<file path="config.mk">
export PLATFORM = sky130hd
export DESIGN_NAME = inverter_job_arbiter
export DESIGN_NICKNAME = d
export VERILOG_FILES = /design/src/rtl/inverter_arb_pkg.sv /design/src/rtl/rr_arbiter2.sv /design/src/rtl/inverter_job_arbiter.sv
export SDC_FILE = /design/constraint.sdc
export NUM_CORES = 1
export LEC_CHECK = 0
export ABC_AREA = 1
export ABC_CLOCK_PERIOD_IN_PS = 2510
export BUFFER_PORTS_ARGS = -buffer_cell sky130_fd_sc_hd__buf_2
export CAP_MARGIN = 20
export CORE_MARGIN = 8
export CORE_UTILIZATION = 35
export DETAILED_ROUTE_END_ITERATION = 8
export PLACE_DENSITY = 0.61
export SKIP_LAST_GASP = 1
export SLEW_MARGIN = 20
export SYNTH_ARGS = -nofsm -noshare
export SYNTH_HDL_FRONTEND = slang
export SYNTH_SLANG_ARGS = --single-unit
</file>
<file path="constraint.sdc">
create_clock -name clk -period 2.51 [get_ports clk]
set_input_delay 0.251 -clock clk [delete_from_list [all_inputs] [get_ports clk]]
set_output_delay 0.251 -clock clk [all_outputs]
set_load 0.005 [all_outputs]
</file>
<file path="src/rtl/inverter_arb_pkg.sv">
// rtl/inverter_arb_pkg.sv - shared types and constants for the inverter job arbiter
// Purpose: FSM state encoding, job status codes, timing constants and the
//          beat-limit helper used by inverter_job_arbiter and rr_arbiter2.
// Ports:   none (package).
package inverter_arb_pkg;

  typedef enum logic [2:0] {
    S_IDLE    = 3'd0,
    S_RST     = 3'd1,
    S_LOAD0   = 3'd2,
    S_LOAD    = 3'd3,
    S_COMPUTE = 3'd4,
    S_DRAIN   = 3'd5,
    S_DONE    = 3'd6
  } state_t;

  typedef enum logic [1:0] {
    STATUS_OK        = 2'd0,
    STATUS_SINGULAR  = 2'd1,
    STATUS_BAD_ORDER = 2'd2,
    STATUS_TIMEOUT   = 2'd3
  } status_t;

  localparam logic [7:0]  RST_CYCLES   = 8'd2;
  localparam logic [15:0] WATCHDOG_MAX = 16'hFFFF;
  localparam logic [3:0]  MAX_ORDER    = 4'd15;

  // Number of row-major beats in an order x order matrix; 15*15 fits in 8 bits.
  function automatic logic [7:0] beat_limit(input logic [3:0] order);
    return {4'd0, order} * {4'd0, order};
  endfunction

endpackage

</file>
<file path="src/rtl/rr_arbiter2.sv">
// rtl/rr_arbiter2.sv - two-input round-robin grant with last-served pointer
// Purpose: combinational one-hot grant for two requesters; on a tie the
//          requester not served last wins. The pointer moves only when the
//          owning job finishes.
// Ports:   clk, rst_n (async active-low), req_i[1:0], update_i (job finished),
//          served_i[1:0] (one-hot owner of the finished job), gnt_o[1:0].
module rr_arbiter2 (
  input  logic       clk,
  input  logic       rst_n,
  input  logic [1:0] req_i,
  input  logic       update_i,
  input  logic [1:0] served_i,
  output logic [1:0] gnt_o
);

  // 1 means requester 1 was served last, so requester 0 wins the next tie.
  logic last_q;
  logic last_d;

  always_comb begin
    gnt_o = 2'b00;
    case (req_i)
      2'b01:   gnt_o = 2'b01;
      2'b10:   gnt_o = 2'b10;
      2'b11:   gnt_o = last_q ? 2'b01 : 2'b10;
      default: gnt_o = 2'b00;
    endcase
  end

  always_comb begin
    last_d = last_q;
    if (update_i) begin
      last_d = served_i[1];
    end
  end

  always_ff @(posedge clk or negedge rst_n) begin
    if (!rst_n) begin
      last_q <= 1'b1;
    end else begin
      last_q <= last_d;
    end
  end

endmodule

</file>
<file path="src/rtl/inverter_job_arbiter.sv">
// rtl/inverter_job_arbiter.sv - shares one matrix inverter between two requesters
// Purpose: arbitrates jobs, resets the inverter, streams the owner's elements
//          in, waits for the result with a watchdog, streams the result out and
//          reports a per-job status with a one-cycle done pulse.
// Ports:   clk, rst (async active-low); req[1:0], req_order0/1[3:0],
//          in_data0/1[15:0] from requesters; grant[1:0], elem_req to them;
//          inv_rst, inv_order[3:0], inv_data[15:0] to the inverter;
//          inv_ready, inv_invertible, inv_result[15:0] from it;
//          out_valid, out_last, out_data[15:0] result stream; done[1:0], status[1:0].
module inverter_job_arbiter
  import inverter_arb_pkg::*;
(
  input  logic        clk,
  input  logic        rst,
  input  logic [1:0]  req,
  input  logic [3:0]  req_order0,
  input  logic [3:0]  req_order1,
  input  logic [15:0] in_data0,
  input  logic [15:0] in_data1,
  output logic [1:0]  grant,
  output logic        elem_req,
  output logic        inv_rst,
  output logic [3:0]  inv_order,
  output logic [15:0] inv_data,
  input  logic        inv_ready,
  input  logic        inv_invertible,
  input  logic [15:0] inv_result,
  output logic        out_valid,
  output logic        out_last,
  output logic [15:0] out_data,
  output logic [1:0]  done,
  output logic [1:0]  status
);

  state_t      state_q,   state_d;
  logic [1:0]  grant_q,   grant_d;
  logic [3:0]  order_q,   order_d;
  logic [7:0]  limit_q,   limit_d;
  logic [7:0]  cnt_q,     cnt_d;
  logic [15:0] wd_q,      wd_d;
  status_t     status_q,  status_d;
  logic        inv_rst_q, inv_rst_d;

  logic [1:0]  arb_gnt;
  logic        arb_update;
  logic [3:0]  sel_order;

  rr_arbiter2 u_arb (
    .clk      (clk),
    .rst_n    (rst),
    .req_i    (req),
    .update_i (arb_update),
    .served_i (grant_q),
    .gnt_o    (arb_gnt)
  );

  always_comb begin
    state_d    = state_q;
    grant_d    = grant_q;
    order_d    = order_q;
    limit_d    = limit_q;
    cnt_d      = cnt_q;
    wd_d       = wd_q;
    status_d   = status_q;
    inv_rst_d  = inv_rst_q;
    elem_req   = 1'b0;
    out_valid  = 1'b0;
    out_last   = 1'b0;
    done       = 2'b00;
    arb_update = 1'b0;
    sel_order  = arb_gnt[1] ? req_order1 : req_order0;

    case (state_q)
      S_IDLE: begin
        inv_rst_d = 1'b0;
        if (arb_gnt != 2'b00) begin
          grant_d  = arb_gnt;
          order_d  = sel_order;
          limit_d  = beat_limit(sel_order);
          cnt_d    = 8'd0;
          status_d = STATUS_OK;
          state_d  = S_RST;
        end
      end
      S_RST: begin
        // A zero-order job still sits through the reset window but never
        // releases the inverter.
        if (cnt_q == RST_CYCLES - 8'd1) begin
          cnt_d = 8'd0;
          if (order_q == 4'd0) begin
            status_d = STATUS_BAD_ORDER;
            state_d  = S_DONE;
          end else begin
            inv_rst_d = 1'b1;
            state_d   = S_LOAD0;
          end
        end else begin
          cnt_d = cnt_q + 8'd1;
        end
      end
      S_LOAD0: begin
        cnt_d   = 8'd0;
        state_d = S_LOAD;
      end
      S_LOAD: begin
        elem_req = 1'b1;
        if (cnt_q == limit_q - 8'd1) begin
          cnt_d   = 8'd0;
          wd_d    = 16'd0;
          state_d = S_COMPUTE;
        end else begin
          cnt_d = cnt_q + 8'd1;
        end
      end
      S_COMPUTE: begin
        if (inv_ready) begin
          if (inv_invertible) begin
            cnt_d   = 8'd0;
            state_d = S_DRAIN;
          end else begin
            status_d = STATUS_SINGULAR;
            state_d  = S_DONE;
          end
        end else if (wd_q == WATCHDOG_MAX - 16'd1) begin
          status_d = STATUS_TIMEOUT;
          state_d  = S_DONE;
        end else begin
          wd_d = wd_q + 16'd1;
        end
      end
      S_DRAIN: begin
        out_valid = 1'b1;
        out_last  = (cnt_q == limit_q - 8'd1);
        if (out_last) begin
          cnt_d   = 8'd0;
          state_d = S_DONE;
        end else begin
          cnt_d = cnt_q + 8'd1;
        end
      end
      S_DONE: begin
        done       = grant_q;
        arb_update = 1'b1;
        grant_d    = 2'b00;
        order_d    = 4'd0;
        cnt_d      = 8'd0;
        wd_d       = 16'd0;
        inv_rst_d  = 1'b0;
        state_d    = S_IDLE;
      end
      default: state_d = S_IDLE;
    endcase
  end

  always_ff @(posedge clk or negedge rst) begin
    if (!rst) begin
      state_q   <= S_IDLE;
      grant_q   <= 2'b00;
      order_q   <= 4'd0;
      limit_q   <= 8'd0;
      cnt_q     <= 8'd0;
      wd_q      <= 16'd0;
      status_q  <= STATUS_OK;
      inv_rst_q <= 1'b0;
    end else begin
      state_q   <= state_d;
      grant_q   <= grant_d;
      order_q   <= order_d;
      limit_q   <= limit_d;
      cnt_q     <= cnt_d;
      wd_q      <= wd_d;
      status_q  <= status_d;
      inv_rst_q <= inv_rst_d;
    end
  end

  assign grant     = grant_q;
  assign inv_rst   = inv_rst_q;
  assign inv_order = order_q;
  assign status    = status_q;
  assign out_data  = inv_result;
  assign inv_data  = grant_q[1] ? in_data1 : (grant_q[0] ? in_data0 : 16'd0);

endmodule
</file>
==> After elaboration in Yosys (flattened, before gate mapping) <==
Cells that the tools add are included.
{ "classes": {"n_addsub": 3, "n_mul": 1, "div_mod_pow": 0, "magnitude_cmp": 0, "n_eq_ne": 24, "n_shift": 0, "mux": 43, "bitwise_logic": 0, "reduce_logical": 18} }
{ "ops": {"columns": ["operator", "n"], "rows": [
  ["16-bit 2-to-1 mux", 5],
  ["16-bit one-hot mux with 3 select lines", 1],
  ["8-bit 2-to-1 mux", 5],
  ["8-bit one-hot mux with 5 select lines", 1],
  ["3-bit 2-to-1 mux", 7],
  ["2-bit 2-to-1 mux", 10],
  ["2-bit inequality test (second input constant)", 10],
  ["3-bit one-hot mux with 6 select lines", 1],
  ["16-bit by 1-bit adder with 16-bit output (second input constant)", 1],
  ["16-bit == test (second input constant)", 1],
  ["2-bit one-hot mux with 3 select lines", 2],
  ["3-bit == test (second input constant)", 3],
  ["8-bit by 1-bit adder with 8-bit output (second input constant)", 1],
  ["8-bit by 1-bit == test with 1-bit output (second input constant)", 1],
  ["8-bit == test", 1],
  ["4-bit by 4-bit multiplier with 8-bit output", 1],
  ["4-bit 2-to-1 mux", 2],
  ["4-bit one-hot mux with 2 select lines", 1],
  ["4-bit AND reduction", 2],
  ["8-bit by 1-bit subtractor with 8-bit output (second input constant)", 1],
  ["3-bit by 2-bit == test with 1-bit output (second input constant)", 2],
  ["1-bit 2-to-1 mux", 6],
  ["3-bit inequality test (second input constant)", 2],
  ["6-bit AND reduction", 1],
  ["14 further kinds", 21]
]} }
{ "word_totals": {"register_bits": 45, "latch_bits": 0, "ram_bits": 0, "mem_bits_ro": 0, "in_bits": 62, "out_inout_bits": 46, "elab_cells": 98, "memories": 0} }

==> Longest topological paths before layout <==
Gate-level depths: netlist (run 1).
{ "logic_depth": {"ltp_word": 5, "depth_mapped": 14, "ltp_nobuf": 14} }

==> Cells and area by module <==
From an unflattened synthesis (run 1), not the netlist that was laid out.
{ "hier_totals": {"hier_cells": 483, "hier_area_um2": 3296.9} }
{ "modules_own_cells": {"columns": ["mod", "instances", "cells_each", "area_per_inst_um2"], "rows": [
  ["inverter_job_arbiter", 1, 473, 3234.4],
  ["rr_arbiter2", 1, 10, 62.6]
]} }

==> Least setup slack after synthesis (run 1) <==
No wires, ideal clock.
{ "synth_timing": {"kind": "register to register", "start": "register u_arb.last_q", "end": "register limit_q[6]", "setup_ns": 0.128, "t_arrival_ns": 2.113, "required_ns": 2.382, "path_slack_ns": 0.269, "path_stages_with_launch": 12, "cell_sequence": "dfstp_2 -> nand2_1 -> nand2_1 -> o21ai_0 -> nor2_1 -> inv_1 -> nor2_1 -> inv_1 -> fa_1 -> o21ai_0 -> xor2_1 -> o21ai_0"} }
{ "synth_between": {"elab_chain_len": 4} }
{ "synth_lines": {"columns": ["item", "line", "text"], "rows": [
  ["start: declaration", "rr_arbiter2.sv:17", "logic last_q;"],
  ["start signal: assignment", "rr_arbiter2.sv:41", "last_q <= last_d;"],
  ["2-bit 2-to-1 mux *", "rr_arbiter2.sv:25", "2'b11: gnt_o = last_q ? 2'b01 : 2'b10;"],
  ["2-bit one-hot mux with 3 select lines *", "rr_arbiter2.sv:22", "case (req_i)"],
  ["4-bit 2-to-1 mux or 2-bit nonzero test (tied branches)", "inverter_job_arbiter.sv:71, inverter_job_arbiter.sv:76", null],
  ["4-bit by 4-bit multiplier with 8-bit output or 2-bit AND reduction (tied branches)", null, null],
  ["end signal: assignment", "inverter_job_arbiter.sv:169", "limit_q <= limit_d;"],
  ["end: declaration", "inverter_job_arbiter.sv:38", "logic [7:0] limit_q, limit_d;"]
]} }
Every way passes the cells marked *; elsewhere a longest branch is shown, timed or not.
A chain may end at the register's enable or synchronous reset.

==> Final worst setup path (run 1) <==
Ends and elaborated chain as after synthesis.

==> results of run 1 <==
==> worst paths after layout <==
check	startpoint	to	slack, ns	cells after the start
worst min-delay path	req[0]	grant[0]	0.26	3
worst max register to register	u_arb.last_q	limit_q[6]	0.27	11
min in group asynchronous	rst	cnt_q[4]	0.30	2
worst max-delay path	u_arb.last_q	limit_q[6]	0.27	11
max in group asynchronous	rst	u_arb.last_q	1.66	3
worst min register to register	status[1]	status[1]	0.49	2
==> cell usage after synthesis (5+ instances only) <==
master    count  area (sq um)
nor3_1        5          25.0
nand2_1     167           627
nand3_1      44           220
buf_4        19           143
xor2_1       14           123
inv_1        51           191
o21ai_1       8          40.0
ha_1          8           100
nor2_1       55           206
o21ai_0      14          70.1
dfrtp_1      43          1080
nand2_2       5          31.3
nand4_1      20           125
a21oi_1       6          30.0
clkbuf_1      7          26.3
==> critical path: stages, from the launching register on <==
cell     delay [ns]
dfstp_2        0.55
nand2_1        0.08
nand2_4        0.10
nand2_1        0.05
o21ai_1        0.15
inv_1          0.09
nor2_1         0.14
nand2_1        0.11
fa_1           0.46
o21ai_2        0.16
xor2_1         0.14
o21ai_0        0.08
==> sequential cells by signal, indices dropped and copies added (netlist names) <==
name / count
cnt_q: 8
grant: 2
inv_order: 4
inv_rst: 1
limit_q: 7
state_q: 3
status: 2
u_arb.last_q: 1
wd_q: 16
==> what timing repair did <==
action / in CTS / in global routing
endpoints found under the hold margin: 4 / 0
hold buffers: 1 / 0
endpoints found under the setup margin: 0 / 2
gates resized for setup: 0 / 6
==> cells by family (layout without fill, tap and decap cells) <==
kind of cell | after synthesis | count (layout) | share of synthesized area [%]
adder cells (fa/ha/maj) | 9 | 9 | 3.52
AO/OA/AOI/OAI | 42 | 42 | 7.42
XOR/XNOR | 18 | 18 | 4.63
flip-flops | 44 | 44 | 32.3
AND/OR/NAND/NOR | 311 | 311 | 40.1
buffers and inverters | 87 | 146 | 12.0
==> report_power, final <==
group | total [mW] | leakage, nW | switching [mW] | internal [mW]
Sequential | 1.12 | 0.585 | 0.232 | 0.892
Clock | 0.562 | 0.0541 | 0.267 | 0.295
Combinational | 1.87 | 1.37 | 1.21 | 0.662
Total | 3.56 | 2.01 | 1.71 | 1.85
==> per-layer routing <==
metal / vias up / wire (um)
li1: 1728 / -
met1: 1508 / 4340
met2: 121 / 4190
met3: 6 / 725
met4: 0 / 73
met5: - / 0
==> area by class of cell <==
| cell class | instances | area share [%] |
|---|---|---|
| repair buffers | 82 | 11.0 |
| clock inverters | 3 | 1.08 |
| flip-flops and latches | 44 | 28.0 |
| well taps | 133 | 4.23 |
| multi-input cells | 380 | 48.6 |
| clock buffers | 5 | 1.75 |
| inverters | 56 | 5.35 |
==> impl_metrics.csv, run 1 <==
group,metric,value,unit
die,pin_count,108,
layout,stdcell_count,703,
synth,ys_warn_count,0,
sta,setup_slack,0.270,ns
cts,cts_tree,"yes",
placed_design,place_area,3790,sq um
grt,first_global_vias,3318,
synth,yosysSeqAreaShare,32.3,%
setup_path,path_class,"reg2reg",
layout,ff_latch_area,1100,sq um
sta,min_period_over_period,89.3,%
die,fp.dieW,115,um
placed_design,place_hpwl,7450,um
layout,fin_nets,640,
cts,clockBufferDepth,2,
placed_design,place_congestion,0.873,
route,vias,3363,
power,ir_worst_vdd,0.500,mV
grt,busiest_layer,"met2",
synth,synth_seq_cells,44,
sta,period_needed,2.24,ns
synth,synth_cell_types,39,
min_path,hp-class,"in2reg",
flow_run,max_cap_violations,0,
grt,grt_pass1_wl,15500,um
cts,cts_buffers,5,
layout,design_area,3930,sq um
synth,synth_area,3410,sq um
power,leakagePower,2.01,nW
synth,synth_edf_count,0,
power,p_per_area,905,nW/um^2
setup_path,worstPathRequired,2.69,ns
layout,multi_input_area,1910,sq um
synth,avgSynthCellArea,6.67,sq um
sta,worstMarginPinSlew,0.579,ns
layout,syn2layout_area_growth,15.3,%
synth,synth_nets,582,
layout,most-common-layout-cells,"166 x nand2_1, 75 x buf_2, 54 x nor2_1, 51 x inv_1, 44 x nand3_1",
route,ant_nets,0,
outcome,run_status,"finished clean",
sta,hold_viol,0,
route,drt-initial-drc-count,143,
layout,final_layout_size_suffix_gt1_share,20.2,%
sta,setup_viol,0,
cts,post-cts-setup-buffers,0,
die,start_util,35.5,%
sta,slew_headroom,61.1,%
die,dieArea,13200,sq um
cts,clkLatencyLatePin,0.30,ns
layout,final_common_cell,"nand2_1",
grt,grt_use_total,14.5,%
grt,use_met1,17.5,%
grt,overflow,0,
route,drt_wl_total,9330,um
cts,htree_levels,2,
die,rows,36,
sta,slew_violations,0,
grt,grt_antenna_before_repair,0,
sta,rsz0062_at_grt,"no",
route,wl_per_cell,13.3,um
setup_path,cp_max_fo,9,
placed_design,dpl.cell_count,694,
placed_design,place_ws,0.0515,ns
layout,fin_util,41.0,%
grt,met2_usage,24.1,%
setup_path,startpoint_type,"flop",
grt,grt_max_degree,22,
die,core_region_area,9590,sq um
sta,fmax,446,MHz
cts,path_clk_slew,0.09,ns
route,drtPass1Iterations,4,
route,viasPerCell,4.78,
placed_design,io_buffers,75,
sta,skew,0.00964,ns
sta,fin_setup_tns,0,ns
setup_path,critPathArrivalTime,2.42,ns
layout,antenna_cells,0,
power,fin_total_pwr,3.56,mW
synth,synth_cells,511,
grt,grt_use_met3,5.12,%
layout,nFillCells,993,
setup_path,cp-end-kind,"flop",
synth,ys.flop_type,"dfrtp_1",
cts,cts_root_buf,"clkbuf_8",
die,chipHeight,115,um
synth,async_reset_ff_share,100,%
cts,numClockSinks,44,
sta,whs,0.258,ns
route,route.detailed.drc,0,
Power figures use the tool's default switching activity.
==> run 2, diff against run 1 <==
--- a/config.mk
+++ b/config.mk
@@ -13,6 +13,7 @@
 export CORE_UTILIZATION = 35
 export DETAILED_ROUTE_END_ITERATION = 8
 export PLACE_DENSITY = 0.61
+export REMOVE_ABC_BUFFERS = 1
 export SKIP_LAST_GASP = 1
 export SLEW_MARGIN = 20
 export SYNTH_ARGS = -nofsm -noshare
==> impl_metrics.csv, run 2 (synthesized netlist as in run 1, its figures left out) <==
group,metric,value,unit
setup_path,r2r_setup_slack,0.17,ns
setup_path,critPathArrivalTime,2.51,ns
flow_run,max_cap_violations,0,
layout,syn2layout_area_growth,14.3,%
grt,grt_use_total,13.9,%
cts,htree_levels,2,
setup_path,cpMaxStageDelayCell,"dfstp_2",
setup_path,cp-end-kind,"flop",
route,wl_per_cell,12.6,um
die,start_util,35.5,%
setup_path,crit_buf_inv,2,
sta,period_needed,2.34,ns
die,dieArea,13200,sq um
sta,worstMarginPinSlew,0.729,ns
cts,cts_root_buf,"clkbuf_8",
sta,fmax,427,MHz
power,leakagePower,1.99,nW
placed_design,place_congestion,0.869,
sta,whs,0.00383,ns
setup_path,cp_top_family,"flip-flops",
setup_path,r2r_cells,11,
sta,rsz0062_at_grt,"no",
power,p_per_area,884,nW/um^2
sta,setup_viol,0,
power,ir_worst_vdd,0.397,mV
layout,antenna_cells,0,
sta,slew_headroom,51.4,%
die,core_region_area,9590,sq um
sta,min_period_over_period,93.2,%
setup_path,max_stage_delay,0.55,ns
die,pin_count,108,
layout,top_register,"wd_q",
cts,cts_buffers,5,
layout,top_regs,"wd_q: 16 flops, cnt_q: 8 flops, limit_q: 7 flops",
route,viasPerCell,4.78,
sta,slew_violations,0,
sta,skew,0.0160,ns
layout,final_layout_size_suffix_gt1_share,19.9,%
layout,largest_reg_flops,16,
grt,first_global_vias,3390,
cts,cts_tree,"yes",
layout,nFillCells,1029,
route,drt_wl_total,8860,um
min_path,hp-class,"in2async",
setup_path,critical_path.cell_chain,"nand2_1, nand2_2, o21ai_1, nor2_1, inv_1, nor2_1, inv_1, fa_1, o21ai_1, xor2_1, o21ai_0",
layout,fin_nets,639,
cts,path_clk_slew,0.09,ns
die,fp.dieW,115,um
setup_path,cp_max_fo,9,
layout,most-common-layout-cells,"166 x nand2_1, 75 x buf_2, 55 x nor2_1, 51 x inv_1, 44 x nand3_1",
setup_path,worstPathRequired,2.68,ns
die,rows,36,
cts,clockBufferDepth,2,
grt,grt_antenna_before_repair,0,
grt,overflow,0,
cts,post-cts-setup-buffers,0,
layout,fin_util,40.6,%
route,vias,3357,
setup_path,path_class,"reg2reg",
cts,numClockSinks,44,
die,chipHeight,115,um
placed_design,io_buffers,75,
cts,clkLatencyLatePin,0.30,ns
setup_path,r2r_end,"limit_q[6]",
sta,hold_viol,0,
setup_path,r2r_start,"u_arb.last_q",
route,route.detailed.drc,0,
route,ant_nets,0,
setup_path,startpoint_type,"flop",
route,drt-initial-drc-count,162,
placed_design,place_hpwl,6910,um
outcome,run_status,"finished clean",
grt,grt_max_degree,31,
layout,final_common_cell,"nand2_1",
route,drtPass1Iterations,4,
grt,grt_pass1_wl,15300,um
-- run 2: cell types whose count changed in the layout (fill, tap and decap cells not counted), sizes merged --
cell,delta
dlygate4sd3,-1
bufinv,-1
clkinv,-1
clkbuf,+1
clkinvlp,+1
-- run 2: metal layers --
layer  GRT usage, %  vias to the layer above  share of wire, %
li1               -                     1723                 -
met1           17.6                     1519                47
met2           22.1                      108                44
met4           2.75                        0              0.73
met3           5.33                        7               7.8
met5              0                        -                 0
-- run 2: cell type report --
class,count,area [sq um],area share (%)
timing repair buffer,81,420,10.8
clock buffer,6,82.6,2.12
tap,133,166,4.27
clock inverter,2,15.0,0.385
inverter,56,210,5.40
multi-input combinational,380,1900,48.7
sequential,44,1100,28.3
-- run 2: timing repair --
action                     in CTS  in global routing
resized for setup               1                  2
hold buffers                    0                  0
setup endpoints to repair       1                  1
cloned                          0                  0
pin swaps                       0                  2
-- run 2: power by group --
group / switching [mW] / internal [mW] / total (mW)
sequential: 0.236 / 0.892 / 1.13
combinational: 1.17 / 0.658 / 1.83
clock: 0.260 / 0.223 / 0.484
-- run 2: worst max-delay path by stage --
stage | to | cells past startpoint | startpoint
detailed placement | limit_q[6] | 11 | u_arb.last_q
global route | limit_q[6] | 11 | u_arb.last_q
floorplan | limit_q[6] | 11 | u_arb.last_q
CTS | limit_q[6] | 11 | u_arb.last_q
global placement | limit_q[6] | 11 | u_arb.last_q
finish | limit_q[6] | 11 | u_arb.last_q
-- run 2: worst reg2reg max path: stages (launching register included) --
cell     delay [ns]
dfstp_2        0.55
nand2_1        0.06
nand2_2        0.13
o21ai_1        0.12
nor2_1         0.18
inv_1          0.09
nor2_1         0.14
inv_1          0.09
fa_1           0.46
o21ai_1        0.17
xor2_1         0.14
o21ai_0        0.08
-- run 2: metrics by stage --
stage	area (sq um)	power (mW)	std cells	setup TNS (ns)	setup slack [ns]
after global routing	3890	3.81	702	0	0.00985
after floorplan	3210	2.33	480	0	0.263
after global placement	3790	2.96	694	0	0.131
after detailed placement	3790	2.98	694	-0.000204	-0.000204
final	3890	3.44	702	0	0.170
after CTS	3890	3.47	702	0	0.0713
